===== src/rtl/priority_dec_2_4_v.sv =====
// 2-to-4 line decoder that holds each decoded line for HOLD_CYCLES cycles.
// Behind the active line sits a one-entry pending slot, and it has a sticky overrun flag.
module priority_dec_2_4_v #(
  parameter int unsigned HOLD_CYCLES = 4
) (
  input  logic       i_clk,
  input  logic       i_rst_n,
  input  logic [1:0] i_code,
  input  logic       i_valid,
  output logic       o_ready,
  output logic [3:0] o_line,
  output logic       o_busy,
  output logic       o_done,
  output logic       o_overrun
);

  typedef enum logic {IDLE, HOLD} state_t;

  localparam logic [7:0] RELOAD = 8'(HOLD_CYCLES - 1);

  state_t     state_q, state_d;
  logic [3:0] line_q, line_d;
  logic [7:0] cnt_q, cnt_d;
  logic       pend_full_q, pend_full_d;
  logic [1:0] pend_code_q, pend_code_d;
  logic       overrun_q;
  logic       accept;

  function automatic logic [3:0] decode(input logic [1:0] c);
    return 4'b0001 << c;
  endfunction

  // Handshake: a code transfers on a rising edge with i_valid=1 and o_ready=1;
  // o_ready comes only from the pending register, so it never depends on i_valid.
  assign accept = i_valid && !pend_full_q;

  always_comb begin
    state_d     = state_q;
    line_d      = line_q;
    cnt_d       = cnt_q;
    pend_full_d = pend_full_q;
    pend_code_d = pend_code_q;
    unique case (state_q)
      IDLE: begin
        if (accept) begin
          state_d = HOLD;
          line_d  = decode(i_code);
          cnt_d   = RELOAD;
        end
      end
      HOLD: begin
        if (cnt_q != 8'd0) begin
          cnt_d = cnt_q - 8'd1;
          if (accept) begin
            pend_full_d = 1'b1;
            pend_code_d = i_code;
          end
        end else if (pend_full_q) begin
          line_d      = decode(pend_code_q);
          cnt_d       = RELOAD;
          pend_full_d = 1'b0;
        end else if (accept) begin
          // Final hold cycle with nothing queued: hand over directly, no gap.
          line_d = decode(i_code);
          cnt_d  = RELOAD;
        end else begin
          state_d = IDLE;
          line_d  = 4'b0000;
        end
      end
      default: begin
        state_d = IDLE;
        line_d  = 4'b0000;
        cnt_d   = 8'd0;
      end
    endcase
  end

  always_ff @(posedge i_clk or negedge i_rst_n) begin
    if (!i_rst_n) begin
      state_q     <= IDLE;
      line_q      <= 4'b0000;
      cnt_q       <= 8'd0;
      pend_full_q <= 1'b0;
      pend_code_q <= 2'b00;
      overrun_q   <= 1'b0;
    end else begin
      state_q     <= state_d;
      line_q      <= line_d;
      cnt_q       <= cnt_d;
      pend_full_q <= pend_full_d;
      pend_code_q <= pend_code_d;
      if (i_valid && pend_full_q) overrun_q <= 1'b1;
    end
  end

  assign o_ready   = !pend_full_q;
  assign o_line    = line_q;
  assign o_busy    = (state_q == HOLD);
  assign o_done    = (state_q == HOLD) && (cnt_q == 8'd0);
  assign o_overrun = overrun_q;

endmodule


===== config.mk =====
export PLATFORM = sky130hd
export DESIGN_NAME = priority_dec_2_4_v
export DESIGN_NICKNAME = d
export VERILOG_FILES = /design/src/rtl/priority_dec_2_4_v.sv
export SDC_FILE = /design/constraint.sdc
export NUM_CORES = 1
export LEC_CHECK = 0
export CAP_MARGIN = 20
export CORE_MARGIN = 5
export CORE_UTILIZATION = 52
export DETAILED_ROUTE_END_ITERATION = 10
export HOLD_SLACK_MARGIN = 0.02
export PLACE_DENSITY_LB_ADDON = 0.05
export SYNTH_ARGS = -nofsm -noshare
export SYNTH_HDL_FRONTEND = slang
export SYNTH_SLANG_ARGS = --single-unit

===== constraint.sdc =====
create_clock -name i_clk -period 2.3 [get_ports i_clk]
set_clock_uncertainty 0.1 [all_clocks]
set_input_delay 0.69 -clock i_clk [delete_from_list [all_inputs] [get_ports i_clk]]
set_output_delay 0.69 -clock i_clk [all_outputs]
set_load 0.1 [all_outputs]

# Word level (Yosys, flattened, before mapping)
# Cells that the tools add are included.
# word_totals
output_inout_bits	8
wordCells	37
reg_bits	17
# op_classes
eq_ne	3
n_reduce_logical	9
n_bitwise	1
addsub	1
mux	15
shifts	2
# ops
op	count
2-to-1 mux 8 bit	3
2-to-1 mux 4 bit	4
one-hot mux 8 bit (2 select lines)	1
zero test 8 bit	1
one-hot mux 4 bit (2 select lines)	1
nonzero test 8 bit	1
<< shifter 1 x 2 -> 4 bit, first input constant	2
subtractor 8 x 1 -> 8 bit, second input constant	1
!= test 2 bit, second input constant	3
2-to-1 mux 1 bit	5
AND reduction 2 bit	2
logical AND 1 bit	3
AND reduction 3 bit	1
one-hot mux 1 bit (2 select lines)	1
zero test 1 bit	1
NOT 1 bit	1

# Longest topological paths before layout
# Gate-level depths: netlist of the first run.
# logic_depth
word_depth	6
ltp_mapped	6

# Worst setup path before layout of the first run
# Ideal clock, no wire load.
# synth_path
path_kind	flip-flop to output port
from	reg state_q (netlist: o_busy)
to	out o_done
arrival_ns	2.247
stages_incl_launch_ff	4
setup_slack_ns	-0.737
cell_sequence	dfrtp_1 buf_2 inv_1 nor3_4
# synth_between
elab_chain_len	1
# synth_rtl
element	line_no	source
start, declared	21	state_t state_q, state_d;
start signal, assigned	88	state_q <= state_d;
logical AND 1 bit	100	assign o_done = (state_q == HOLD) && (cnt_q == 8'd0);
end, declared	13	output logic o_done,
# Every way passes these cells.

# Final worst setup path of the first run
# layout_path
from	reg cnt_q[1]
to	out o_done
# layout_between
elab_chain_len	2
# layout_rtl
element	line_no	source
start, declared	23	logic [7:0] cnt_q, cnt_d;
start signal, assigned	90	cnt_q <= cnt_d;
zero test 8 bit	100	
logical AND 1 bit	100	
# Every way passes these cells.

==> results.toml, run 1 <==
[route]
wl_per_cell_um = 14.8
vias = 711
drc_errors = 0
drt_first_pass_iters = 4
drt-total-wl_um = 1860
drt_iter0_drc = 15
postRouteAntennaNets = 0
detail_route.vias_per_cell = 5.69

[yosys]
synth_mux_area_frac = 0.113
yosysWarnings = 0
ys_seq_area_frac = 0.470
yosys-top-cells-area = "dfrtp_1, mux2_4, nor2_1, ha_1, o21ai_0"
synth_top_flop_cell = "dfrtp_1"
synthSimpleGateAreaFrac = 0.189
synth.most_common_cell = "dfrtp_1"
synth_cells = 85
synth_xor_area_frac = 0.0194
synth_edf_count = 0
synthesis.nets = 92
synth_top_family_by_area = "simple AND/OR/NAND/NOR gates"
ys_types = 32
synth-compound-area-share = 0.149
synth_fa_ha_area_frac = 0.0277
async_flop_share = 1.00
synth_top_area_cell = "dfrtp_1"
synth_top_area_frac = 0.470
syn-cell-area_um2 = 905
avgSynthCellArea_um2 = 10.6
yosys-top-cells-count = "dfrtp_1, nor2_1, inv_1"
ys_ff_latch = 17

[final_layout]
multiInputGateArea_um2 = 467
final-instance-count-excl-fill = 125
fin_nets = 116
areaGrowthSynthToFinish_pct = 32.8
nFillCells = 128
drive_gt1_frac = 0.315
seqCellArea_um2 = 429
diodes = 0
fin_area_um2 = 1200

[timing]
period_share = 1.12
worstMarginPinSlew_ns = 0.520
slew_headroom = 0.651
setup_ws_ns = -0.267
hold_viol = 0
period_needed_ns = 2.57
clock.fmax_ghz = 0.390
rsz0062_at_grt = "true"
drv_slew = 0
finalSetupViolCount = 1

[clocking]
h-tree-depth = 1
cts_buffer_depth = 2
clkSlewWorstSetupHoldPaths_ns = 0.10
cts_hold_buf = 0
cts_made_buffers = 3
clkLatencyLatePin_ns = 0.29
root_buffer = "clkbuf_4"
cts_tree = "yes"
numClockSinks = 17

[pwr]
ir_drop_uv = 821
p_leak_nw = 0.545
total_power_mw = 1.86
power_density_nw_per_um2 = 1550

[placed_design]
numPortBuffers = 12
dp_cells = 119
place.gp.congestion = 0.809
place_area_um2 = 1150
place_hpwl_um = 1330

[global_route]
grt_pass1_vias = 668
antenna_found_initial = 0
overflow = 0
grt_max_degree = 18
grt_pass1_wl_um = 3130
track_usage = 0.164

[critical_path]
r2r_end = "o_line[3]"
crit_buf_inv = 2
regToRegStartpoint = "cnt_q[1]"
cp_data_arrival_time_ns = 1.78
regToRegSetupSlack_ns = 0.28
crit_chain = "inv_2 -> ha_4 -> or3b_4 -> nor3_4 -> buf_12"
crit_family = "simple AND/OR/NAND/NOR gates"
reg2reg_depth = 7
crit_required_ns = 1.51
critPathMaxFanout = 3
end_kind = "output port"
critPathKind = "flip-flop to output port"
crit_path_start_kind = "flip-flop"
crit_path_top_delay_cell = "dfrtp_1"
critPathMaxStageDelay_ns = 0.42

[outcome]
violations = "negative setup slack"
status = "finished, violations left"

[floorplanning]
fp-row-count = 15
ios = 13
die_h_um = 51.7
die_area_um2 = 2670
start_util = 0.536
coreArea_um2 = 1690
die_x_um = 51.7

[hold_path]
min_path_type = "flip-flop to flip-flop"
whs_endpoint = "o_line[1]"
holdCritStartpoint = "o_line[1]"
hold-path-cell-count = 1

[flow_run]
drv_cap = 0
==> flip-flops by register name, summed over array words and instances (netlist names) <==
signal / cells
pend_full_q: 1
o_busy: 1
pend_code_q: 2
o_line: 4
cnt_q: 8
o_overrun: 1
==> per-layer routing <==
layer	routed length (um)	track usage	vias to the layer above
met3	88	0.0287	5
li1	-	-	352
met4	55	0.118	0
met1	906	0.229	334
met2	805	0.225	20
met5	0	0	-
==> cell usage in the layout, fill, tap and decap left out, drive strengths merged, types with 2 or more instances in the layout <==
| master | count |
|---|---|
| buf | 16 |
| xnor2 | 2 |
| clkbuf | 4 |
| o22ai | 3 |
| mux2 | 6 |
| o21ai | 6 |
| nand2b | 3 |
| mux2i | 2 |
| a21o | 2 |
| clkdlybuf4s50 | 4 |
| nand2 | 4 |
| nor2 | 8 |
| nand3 | 4 |
| a21oi | 4 |
| nor3 | 3 |
| dfrtp | 17 |
| inv | 6 |
| ha | 2 |
==> how the worst max path moves through the flow <==
stage / depth (start not counted) / endpoint / startpoint / slack, ns
floorplan: 2 / o_done / cnt_q[6] / -0.33
global placement: 3 / o_done / cnt_q[6] / 0.07
detailed placement: 3 / o_done / cnt_q[6] / 0.07
CTS: 5 / o_done / cnt_q[1] / -0.26
global route: 5 / o_done / cnt_q[1] / -0.36
finish: 5 / o_done / cnt_q[1] / -0.27
==> metrics by stage <==
step	worst slack, ns	setup TNS, ns	hold WS [ns]	util
5_1_grt	-0.360	-0.360	0.438	0.711
6_report	-0.267	-0.267	0.419	0.711
3_3_place_gp	0.0685	0	0.401	0.679
3_5_place_dp	0.0651	0	0.404	0.679
2_1_floorplan	-0.325	-1.40	0.294	-
4_1_cts	-0.260	-0.260	0.428	0.695
==> cells by family (layout without fill, tap and decap cells) <==
| group | count (synthesis) | count (layout) |
|---|---|---|
| flip-flops | 17 | 17 |
| multiplexers | 8 | 8 |
| XOR/XNOR | 2 | 2 |
| AO/OA/AOI/OAI | 19 | 19 |
| buffers and inverters | 7 | 30 |
| AND/OR/NAND/NOR | 30 | 30 |
| adder cells (fa/ha/maj) | 2 | 2 |
==> power breakdown <==
group	switching, mW	internal, mW
logic	0.649	0.468
registers	0.150	0.434
clock network	0.0942	0.0676
total	0.893	0.969
==> layout make-up <==
| class | instances | area share |
|---|---|---|
| timing repair buffer | 20 | 0.196 |
| clock buffer | 4 | 0.0219 |
| inverter | 6 | 0.0188 |
| tap | 17 | 0.0177 |
| multi-input combinational | 61 | 0.389 |
| sequential | 17 | 0.357 |
==> timing repair <==
item / CTS / global route
pin swaps: 1 / 1
setup buffers: 0 / 2
endpoints found under the setup margin: 1 / 1
hold endpoints to repair: 0 / 0
resized for setup: 0 / 4
No activity file was read; power rests on OpenSTA's default activity.
==> run 2: changes to the inputs <==
Settings changed: CAP_MARGIN 20 to unset, CORE_UTILIZATION 52 to 23, PLACE_DENSITY set to 0.42, PLACE_DENSITY_LB_ADDON 0.05 to unset.
==> run 2 against run 1 <==
The flow still finishes with violations (negative setup slack). Clock power is 39% higher. Clock-buffer cell count shrank 1. Combinational power is 14% higher. Via count rose by 3.5%. Critical path depth shrank 2. Maximum frequency increased by 4.7%. Critical path type unchanged. Critical endpoint unchanged.
==> results.toml, run 2 (same netlist as run 1, synthesis figures left out) <==
[global_route]
antenna_found_initial = 0
grt_max_degree = 18
track_usage = 0.0930
grt_pass1_wl_um = 3850
grt_pass1_vias = 778
overflow = 0

[route]
drt_iter0_drc = 20
wl_per_cell_um = 13.0
drt-total-wl_um = 2140
drt_first_pass_iters = 6
postRouteAntennaNets = 0
vias = 736
detail_route.vias_per_cell = 4.46
drc_errors = 0

[flow_run]
drv_cap = 0

[clocking]
h-tree-depth = 1
clkLatencyLatePin_ns = 0.25
root_buffer = "clkbuf_8"
numClockSinks = 17
cts_tree = "yes"
cts_made_buffers = 3
cts_buffer_depth = 2
clkSlewWorstSetupHoldPaths_ns = 0.07

[floorplanning]
die_h_um = 72.7
die_area_um2 = 5290
ios = 13
start_util = 0.242
fp-row-count = 22
die_x_um = 72.7
coreArea_um2 = 3740

[critical_path]
end_kind = "output port"
critPathKind = "flip-flop to output port"
critPathMaxFanout = 2
crit_required_ns = 1.51
crit_path_start_kind = "flip-flop"
crit_chain = "or4_4 -> nor3_4 -> buf_12"
cp_data_arrival_time_ns = 1.66
reg2reg_depth = 5
crit_path_top_delay_cell = "or4_4"
critPathMaxStageDelay_ns = 0.56

[placed_design]
dp_slack_ns = 0.0604
place.gp.congestion = 0.754
place_hpwl_um = 1620
numPortBuffers = 12

[timing]
slew_headroom = 0.658
rsz0062_at_grt = "true"
finalSetupViolCount = 1
period_share = 1.07
worstMarginPinSlew_ns = 0.508
tns_ns = -0.152
clock.fmax_ghz = 0.408
hold_viol = 0
drv_slew = 0
setup_ws_ns = -0.152
period_needed_ns = 2.45

[final_layout]
multiInputGateArea_um2 = 467
final_cell_mix = "buf_4, dfrtp_1, nor2_1, buf_12, o21ai_0"
nFillCells = 401
fin_util = 0.361
drive_gt1_frac = 0.376
layout_commonest_cell = "buf_4"
seqCellArea_um2 = 429
largest_register_ffs = 8
largest_register = "cnt_q"
areaGrowthSynthToFinish_pct = 49.5
fin_nets = 125
diodes = 0

[pwr]
power_density_nw_per_um2 = 1540
total_power_mw = 2.09
p_leak_nw = 0.607
ir_drop_uv = 429

[hold_path]
min_path_type = "flip-flop to flip-flop"
hold-path-cell-count = 1

[outcome]
violations = "negative setup slack"
status = "finished, violations left"
-- run 2: final timing paths --
check | from | to | slack (ns)
max | cnt_q[4] | o_done | -0.15
min | o_overrun | o_overrun | 0.42
max reg2reg | cnt_q[4] | o_line[0] | 0.35
min reg2reg | o_overrun | o_overrun | 0.42
max in group asynchronous | i_rst_n | o_busy | 1.23
min in group asynchronous | i_rst_n | cnt_q[5] | 0.66
-- run 2: metal layers --
| metal | GRT usage | part of all wire | up-vias |
|---|---|---|---|
| met3 | 0.0179 | 0.032 | 5 |
| met4 | 0.0492 | 0.025 | 0 |
| met2 | 0.155 | 0.48 | 13 |
| met1 | 0.112 | 0.47 | 350 |
| li1 | - | - | 368 |
| met5 | 0 | 0 | - |
-- run 2: power breakdown --
part / switching (mW) / internal (mW) / total [mW]
combinational: 0.687 / 0.595 / 1.28
clock: 0.105 / 0.120 / 0.225
sequential: 0.146 / 0.435 / 0.581
total: 0.938 / 1.15 / 2.09
-- run 2: layout make-up --
type,count,share of cell area
inverters,6,0.0167
clock inverters,1,0.00370
multi-input cells,61,0.345
repair buffers,29,0.242
well taps,48,0.0444
clock buffers,3,0.0305
flip-flops and latches,17,0.317
-- run 2: critical path: cells and delay by family (launching register included) --
kind / cells / cell delay (ns)
flip-flops: 1 / 0.38
AND/OR/NAND/NOR: 2 / 0.82
buffers and inverters: 1 / 0.21
-- run 2: what timing repair did --
action / CTS / global route
pin swaps: 2 / 2
resized for setup: 4 / 0
setup endpoints to repair: 1 / 1
setup buffers: 4 / 3
hold buffers: 0 / 0
-- run 2: through the flow --
stage / area, um2 / hold slack [ns] / std cells
after floorplan: 913 / 0.294 / 85
after global placement: 1240 / 0.409 / 154
after detailed placement: 1240 / 0.408 / 154
after CTS: 1330 / 0.432 / 162
after global routing: 1350 / 0.448 / 165
final: 1350 / 0.421 / 165
==> run 3: changes to the inputs <==
Settings changed: CAP_MARGIN set to 20.
==> results of run 3 <==
The final DEF is identical to that of run 2; final timing and power are the same.
